<file path="src/rtl/regfile_write_arbiter.sv">
// Register file write-port arbiter: two valid/ready writeback requesters
// share one registered write port, round-robin on contention.
//
// Ports:
//   clock, reset         : clock, synchronous active-high reset
//   hold                 : freeze, blocks all grants
//   req0_* / req1_*      : valid, addr, data in; ready out (combinational)
//   D, DA, write         : registered register file write port
//   grant_id             : requester whose transfer is on D/DA
//   drop_count           : saturating count of accepted writes to X31
module regfile_write_arbiter #(
    parameter int N  = 64,
    parameter int CW = 8
) (
    input  logic          clock,
    input  logic          reset,
    input  logic          hold,
    input  logic          req0_valid,
    input  logic [4:0]    req0_addr,
    input  logic [N-1:0]  req0_data,
    output logic          req0_ready,
    input  logic          req1_valid,
    input  logic [4:0]    req1_addr,
    input  logic [N-1:0]  req1_data,
    output logic          req1_ready,
    output logic [N-1:0]  D,
    output logic [4:0]    DA,
    output logic          write,
    output logic          grant_id,
    output logic [CW-1:0] drop_count
);

    localparam logic [4:0] ZERO_REG = 5'd31;

    logic [N-1:0]  r_d;
    logic [4:0]    r_da;
    logic          r_write;
    logic          r_gid;
    logic          r_last;
    logic [CW-1:0] r_drop;

    logic          w_open;
    logic          w_rdy0;
    logic          w_rdy1;
    logic          w_grant;
    logic          w_sel;
    logic [4:0]    w_addr;
    logic [N-1:0]  w_data;
    logic          w_x31;

    // No grants while frozen or while reset is being applied.
    assign w_open = ~hold & ~reset;

    // On contention the requester other than the last winner goes first.
    assign w_rdy0 = w_open & req0_valid & (~req1_valid | r_last);
    assign w_rdy1 = w_open & req1_valid & (~req0_valid | ~r_last);

    assign w_grant = w_rdy0 | w_rdy1;
    assign w_sel   = w_rdy1;
    assign w_addr  = w_sel ? req1_addr : req0_addr;
    assign w_data  = w_sel ? req1_data : req0_data;
    assign w_x31   = (w_addr == ZERO_REG);

    always_ff @(posedge clock) begin
        if (reset) begin
            r_d     <= '0;
            r_da    <= '0;
            r_write <= 1'b0;
            r_gid   <= 1'b0;
            r_last  <= 1'b1;
            r_drop  <= '0;
        end else if (w_grant) begin
            r_d     <= w_data;
            r_da    <= w_addr;
            r_gid   <= w_sel;
            r_last  <= w_sel;
            // X31 writes are accepted but never reach the register file.
            r_write <= ~w_x31;
            if (w_x31 && (r_drop != {CW{1'b1}})) begin
                r_drop <= r_drop + 1'b1;
            end
        end else begin
            r_write <= 1'b0;
        end
    end

    assign req0_ready = w_rdy0;
    assign req1_ready = w_rdy1;
    assign D          = r_d;
    assign DA         = r_da;
    assign write      = r_write;
    assign grant_id   = r_gid;
    assign drop_count = r_drop;

endmodule
</file>
<file path="config.mk">
export PLATFORM = sky130hd
export DESIGN_NAME = regfile_write_arbiter
export DESIGN_NICKNAME = d
export VERILOG_FILES = /design/src/rtl/regfile_write_arbiter.sv
export SDC_FILE = /design/constraint.sdc
export NUM_CORES = 1
export LEC_CHECK = 0
export BUFFER_PORTS_ARGS = -buffer_cell sky130_fd_sc_hd__buf_2
export CAP_MARGIN = 10
export CORE_MARGIN = 4
export CORE_UTILIZATION = 40
export DETAILED_ROUTE_END_ITERATION = 10
export PLACE_DENSITY = 0.76
export SETUP_SLACK_MARGIN = 0.3
export SLEW_MARGIN = 20
export SYNTH_ARGS = -nofsm -noshare
export SYNTH_HDL_FRONTEND = slang
export SYNTH_SLANG_ARGS = --single-unit
</file>
<file path="constraint.sdc">
create_clock -name clock -period 3.3 [get_ports clock]
set_clock_uncertainty 0.1 [all_clocks]
set_input_delay 0.825 -clock clock [delete_from_list [all_inputs] [get_ports clock]]
set_output_delay 0.825 -clock clock [all_outputs]
set_load 0.02 [all_outputs]
</file>
Word-level counts from Yosys, hierarchy flattened
Index checks and enable logic that the tools add are counted.

Flip-flop bits (word level): 80. Input bits: 143. Output and inout port bits: 81. Logic and storage cells: 29.

$add $sub $neg: 1. Equal/unequal tests: 2. Muxes and demuxes: 2. Bitwise gates (word level): 15. Reductions and logical operators: 3.

Operators by type and width (number): 64-bit 2-to-1 mux (1); 8-bit by 1-bit adder with 8-bit output, second input constant (1); 8-bit inequality test, second input constant (1); 1-bit NOT (7); 1-bit bitwise AND (5); 5-bit equality test, second input constant (1); 5-bit 2-to-1 mux (1); 1-bit bitwise OR (3); 2-bit AND reduction (1); 2-bit OR reduction (1); 1-bit logical AND (1).

Longest topological paths before layout
Depth after elaboration: 8. Depth in mapped cells: 7. Depth with buffers taken out: 5.

Least setup slack after synthesis
Ideal clock, no wire load.

Kind: input port to output port. Start point: input port reset. End point: output port req1_ready. Arrival time: 1.967 ns. Data required time: 2.375 ns. Path slack: 0.408 ns. Cell stages on the path: 5. Buffers on the path: 2. Path through: buf_6 a211o_1 or2_2 inv_2 clkbuf_1.

Cells in the longest elaborated chain, start to end: 4.

RTL lines: from (decl) (line 16) `input logic reset,`; 1-bit NOT (line 52) `assign w_open = ~hold & ~reset;`; 1-bit bitwise AND (line 52); 1-bit bitwise AND (2 in a row) (line 56) `assign w_rdy1 = w_open & req1_valid & (~req0_valid | ~r_last);`; to (decl) (line 25) `output logic req1_ready,`.

No other way between the ends.

Final worst setup path
Start point: input port req0_valid. End point: output port req1_ready.

Cells in the longest elaborated chain, start to end: 3.

RTL lines: from (decl) (line 18) `input logic req0_valid,`; 1-bit NOT (line 56); 1-bit bitwise OR (line 56); 1-bit bitwise AND (line 56).

No other way between the ends.

==> reports/results.tsv <==
stage	metric	value	unit
status	outcome	complete, no violations	
flow_run	Max Cap Violations	0	
critical_path	CP Class	in2out	
floorplan	Initial Util	42.1	%
sta	Fmax achieved	360	MHz
place	gpl congestion	0.809	
yosys	synthesized cell area	3520	sq um
yosys	Net Count, Synth	594	
sta	Final setup viols	0	
yosys	Seq/Total Area, Yosys	45.4	%
power	combinational share of power	18.0	%
clock_network	CTS Buffer Depth	2	
routing	violation count after the first detailed-route iteration	114	
sta	final period utilization	84.1	%
floorplan	# rows	33	
clock_network	total CTS buffers	9	
clock_network	CTS tree	done	
critical_path	slowest CP cell	a211o_1	
grt	total track usage	19.9	%
place	IO buf count	223	
finish	# fillers	789	
power	switching share of power	28.7	%
finish	antenna cells	0	
power	Internal	1560	uW
floorplan	I/O pin count	224	
critical_path	Critical Path AT	1.85	ns
clock_network	post_cts resized	0	
grt	vias in the first global route	3736	
finish	layout cells sized above 1	38.0	%
yosys	post-synth top area share	45.4	%
yosys	dominant cell type by area after synthesis	dfxtp_1	
sta	final setup TNS	0	ns
sta	count of pins over their slew limit	0	
power	sequential cell fraction of total power	48.1	%
critical_path	Critical Path RT	2.37	ns
clock_network	clock root buffer	clkbuf_8	
yosys	Area contributors post-synth	dfxtp_1 45%, a311oi_1 16%, nand2_1 14%, nor2_1 8.0%, clkbuf_1 3.5%	
clock_network	H-tree levels	3	
floorplan	Die Area	10400	sq um
sta	clock period minus worst slack	2.78	ns
routing	mean routed wirelength per cell	14.6	um
place	Place WS	0.525	ns
finish	commonest cells after routing, fill and taps aside	223 x buf_2, 135 x nand2_1, 80 x dfxtp_1, 75 x nor2_1, 64 x a311oi_1	
critical_path	CP cell instances	buf_2, a211o_1, or2_2, inv_2, buf_2	
routing	total number of vias	3960	
floorplan	die height	102	um
routing	antenna viol nets, final	0	
sta	Worst Tran Pin Value	0.815	ns
yosys	Synth warnings	0	
grt	first-pass GRT wire length	16700	um
clock_network	cts hold-fix bufs	0	
grt	total gr overflow	0	
clock_network	CTS sink cnt	80	
hold_path	Hold Crit Start	grant_id	
routing	Initial DRT Pass Iterations	4	
power	Leakage	0.00233	uW
floorplan	Die Wd	102	um
sta	RSZ-0062 raised after global routing	no	
clock_network	clock slew at reported path FFs	0.08	ns
critical_path	WP buf/inv	3	
critical_path	Setup crit start	req0_valid	
power	Clk pwr share	33.9	%
critical_path	worst reg2reg startpoint	r_last	
place	hpwl dp	8000	um
critical_path	cell mode on critical path	buf_2	
floorplan	core area	8380	sq um
finish	commonest non-fill, non-tap cell in the layout	buf_2	
critical_path	Critical Path Sink Type	output pin	
routing	Vias/cell	5.21	
sta	post-route setup slack	0.523	ns
sta	Slew HR	45.7	%
yosys	Mapped Cells	450	
finish	Layout Nets	794	
clock_network	Post-CTS Setup Inserts	0	
grt	initial antenna violation count	0	
critical_path	crit-path max FO	4	
power	Net Sw Power	628	uW
finish	area grow syn2layout	38.2	%
routing	DRT Wirelength	11100	um
critical_path	startpoint class of the critical path	primary input	
power	peak supply drop	0.000235	V
routing	DRC Markers	0	
critical_path	Top Family by Delay on Critical Path	buffers and inverters	
clock_network	clock latency on the worst-skew pair	0.34	ns
yosys	Synth cell types	37	
hold_path	Min-Delay Path Class	reg2reg	
yosys	#FFs+latches synth	80	
yosys	Mean Syn Cell Area	7.83	sq um
critical_path	CP max stage delay	0.33	ns
power	P per Cell Area	448	nW/um^2
sta	Fin. Hold Viols	0	
grt	largest net degree at the start of global routing	140	
[synth_stat cells]
library cell  number
and3_1             1
buf_1              2
a311oi_1          64
o31ai_1            3
nand2_1          135
buf_6              2
and4_1             2
o211ai_1           1
inv_1              5
nand3_1            3
or4_1              2
ha_1               1
o211a_1            2
nand4_1            1
inv_2              1
o21ai_0            4
or3_1              2
nor4_2             1
o311ai_0           2
a21oi_1            4
buf_2              2
nor2_1            75
mux2i_1            5
a21boi_2           1
o21ai_1            1
dfxtp_1           80
a311o_1            1
a31oi_1            1
or2_1              1
o41ai_1            1
nor2b_1            1
clkbuf_1          33
or2_2              1
a211oi_1           6
mux2_2             1
nor3b_1            1
a211o_1            1
[metal layers]
| layer | global-route usage, % | wire (um) | vias up |
|---|---|---|---|
| met4 | 7.97 | 227 | 0 |
| met3 | 5.46 | 869 | 22 |
| met1 | 22.8 | 4370 | 1814 |
| met5 | 0 | 0 | - |
| li1 | - | - | 1981 |
| met2 | 35.1 | 5610 | 143 |
[worst min-delay path: stages, from the launching register on]
cell,delay [ns]
dfxtp_1,0.32
nand2_1,0.05
o21ai_0,0.06
[registers in the layout (all words and copies together) (netlist names)]
register,cells
write,1
r_last,1
grant_id,1
DA,5
drop_count,8
D,64
[worst paths after layout]
path | endpoint | slack [ns] | cells past startpoint
worst max-delay path | req1_ready | 0.52 | 5
worst min-delay path | grant_id | 0.36 | 2
worst max register to register | drop_count[4] | 1.20 | 5
worst min register to register | grant_id | 0.36 | 2
[power groups by stage]
stage	Sequential (uW)	Combinational, uW	Clock [uW]
after floorplan	1140	152	0
after global placement	1070	390	0
after detailed placement	1070	398	0
after CTS	1050	398	769
after global routing	1060	434	806
final	1050	394	740
[area by class of cell]
cell class | count | area [sq um] | area share, %
well taps | 105 | 131 | 2.70
flip-flops and latches | 80 | 1600 | 32.9
clock buffers | 10 | 138 | 2.82
multi-input cells | 325 | 1740 | 35.8
repair buffers | 228 | 1170 | 23.9
clock inverters | 6 | 68.8 | 1.41
inverters | 6 | 22.5 | 0.462
[cells by family after synthesis]
group	after synthesis	share of synthesized area (%)
and+or+nand+nor	226	25.5
muxes	6	1.74
buffers and inverters	45	5.29
adders and majority gates	1	0.355
DFF	80	45.4
AOI/OAI and AO/OA	92	21.7
[metrics by stage]
step	hold WS, ns	utilization, %	cell area (sq um)	std cells	total power [uW]
2_1_floorplan	0.416	-	3520	450	1290
3_3_place_gp	0.347	55.7	4670	744	1460
3_5_place_dp	0.357	55.7	4670	744	1470
4_1_cts	0.368	58.1	4870	760	2220
5_1_grt	0.408	58.1	4870	760	2300
6_report	0.360	58.1	4870	760	2180
(Power assumes the default switching activity.)
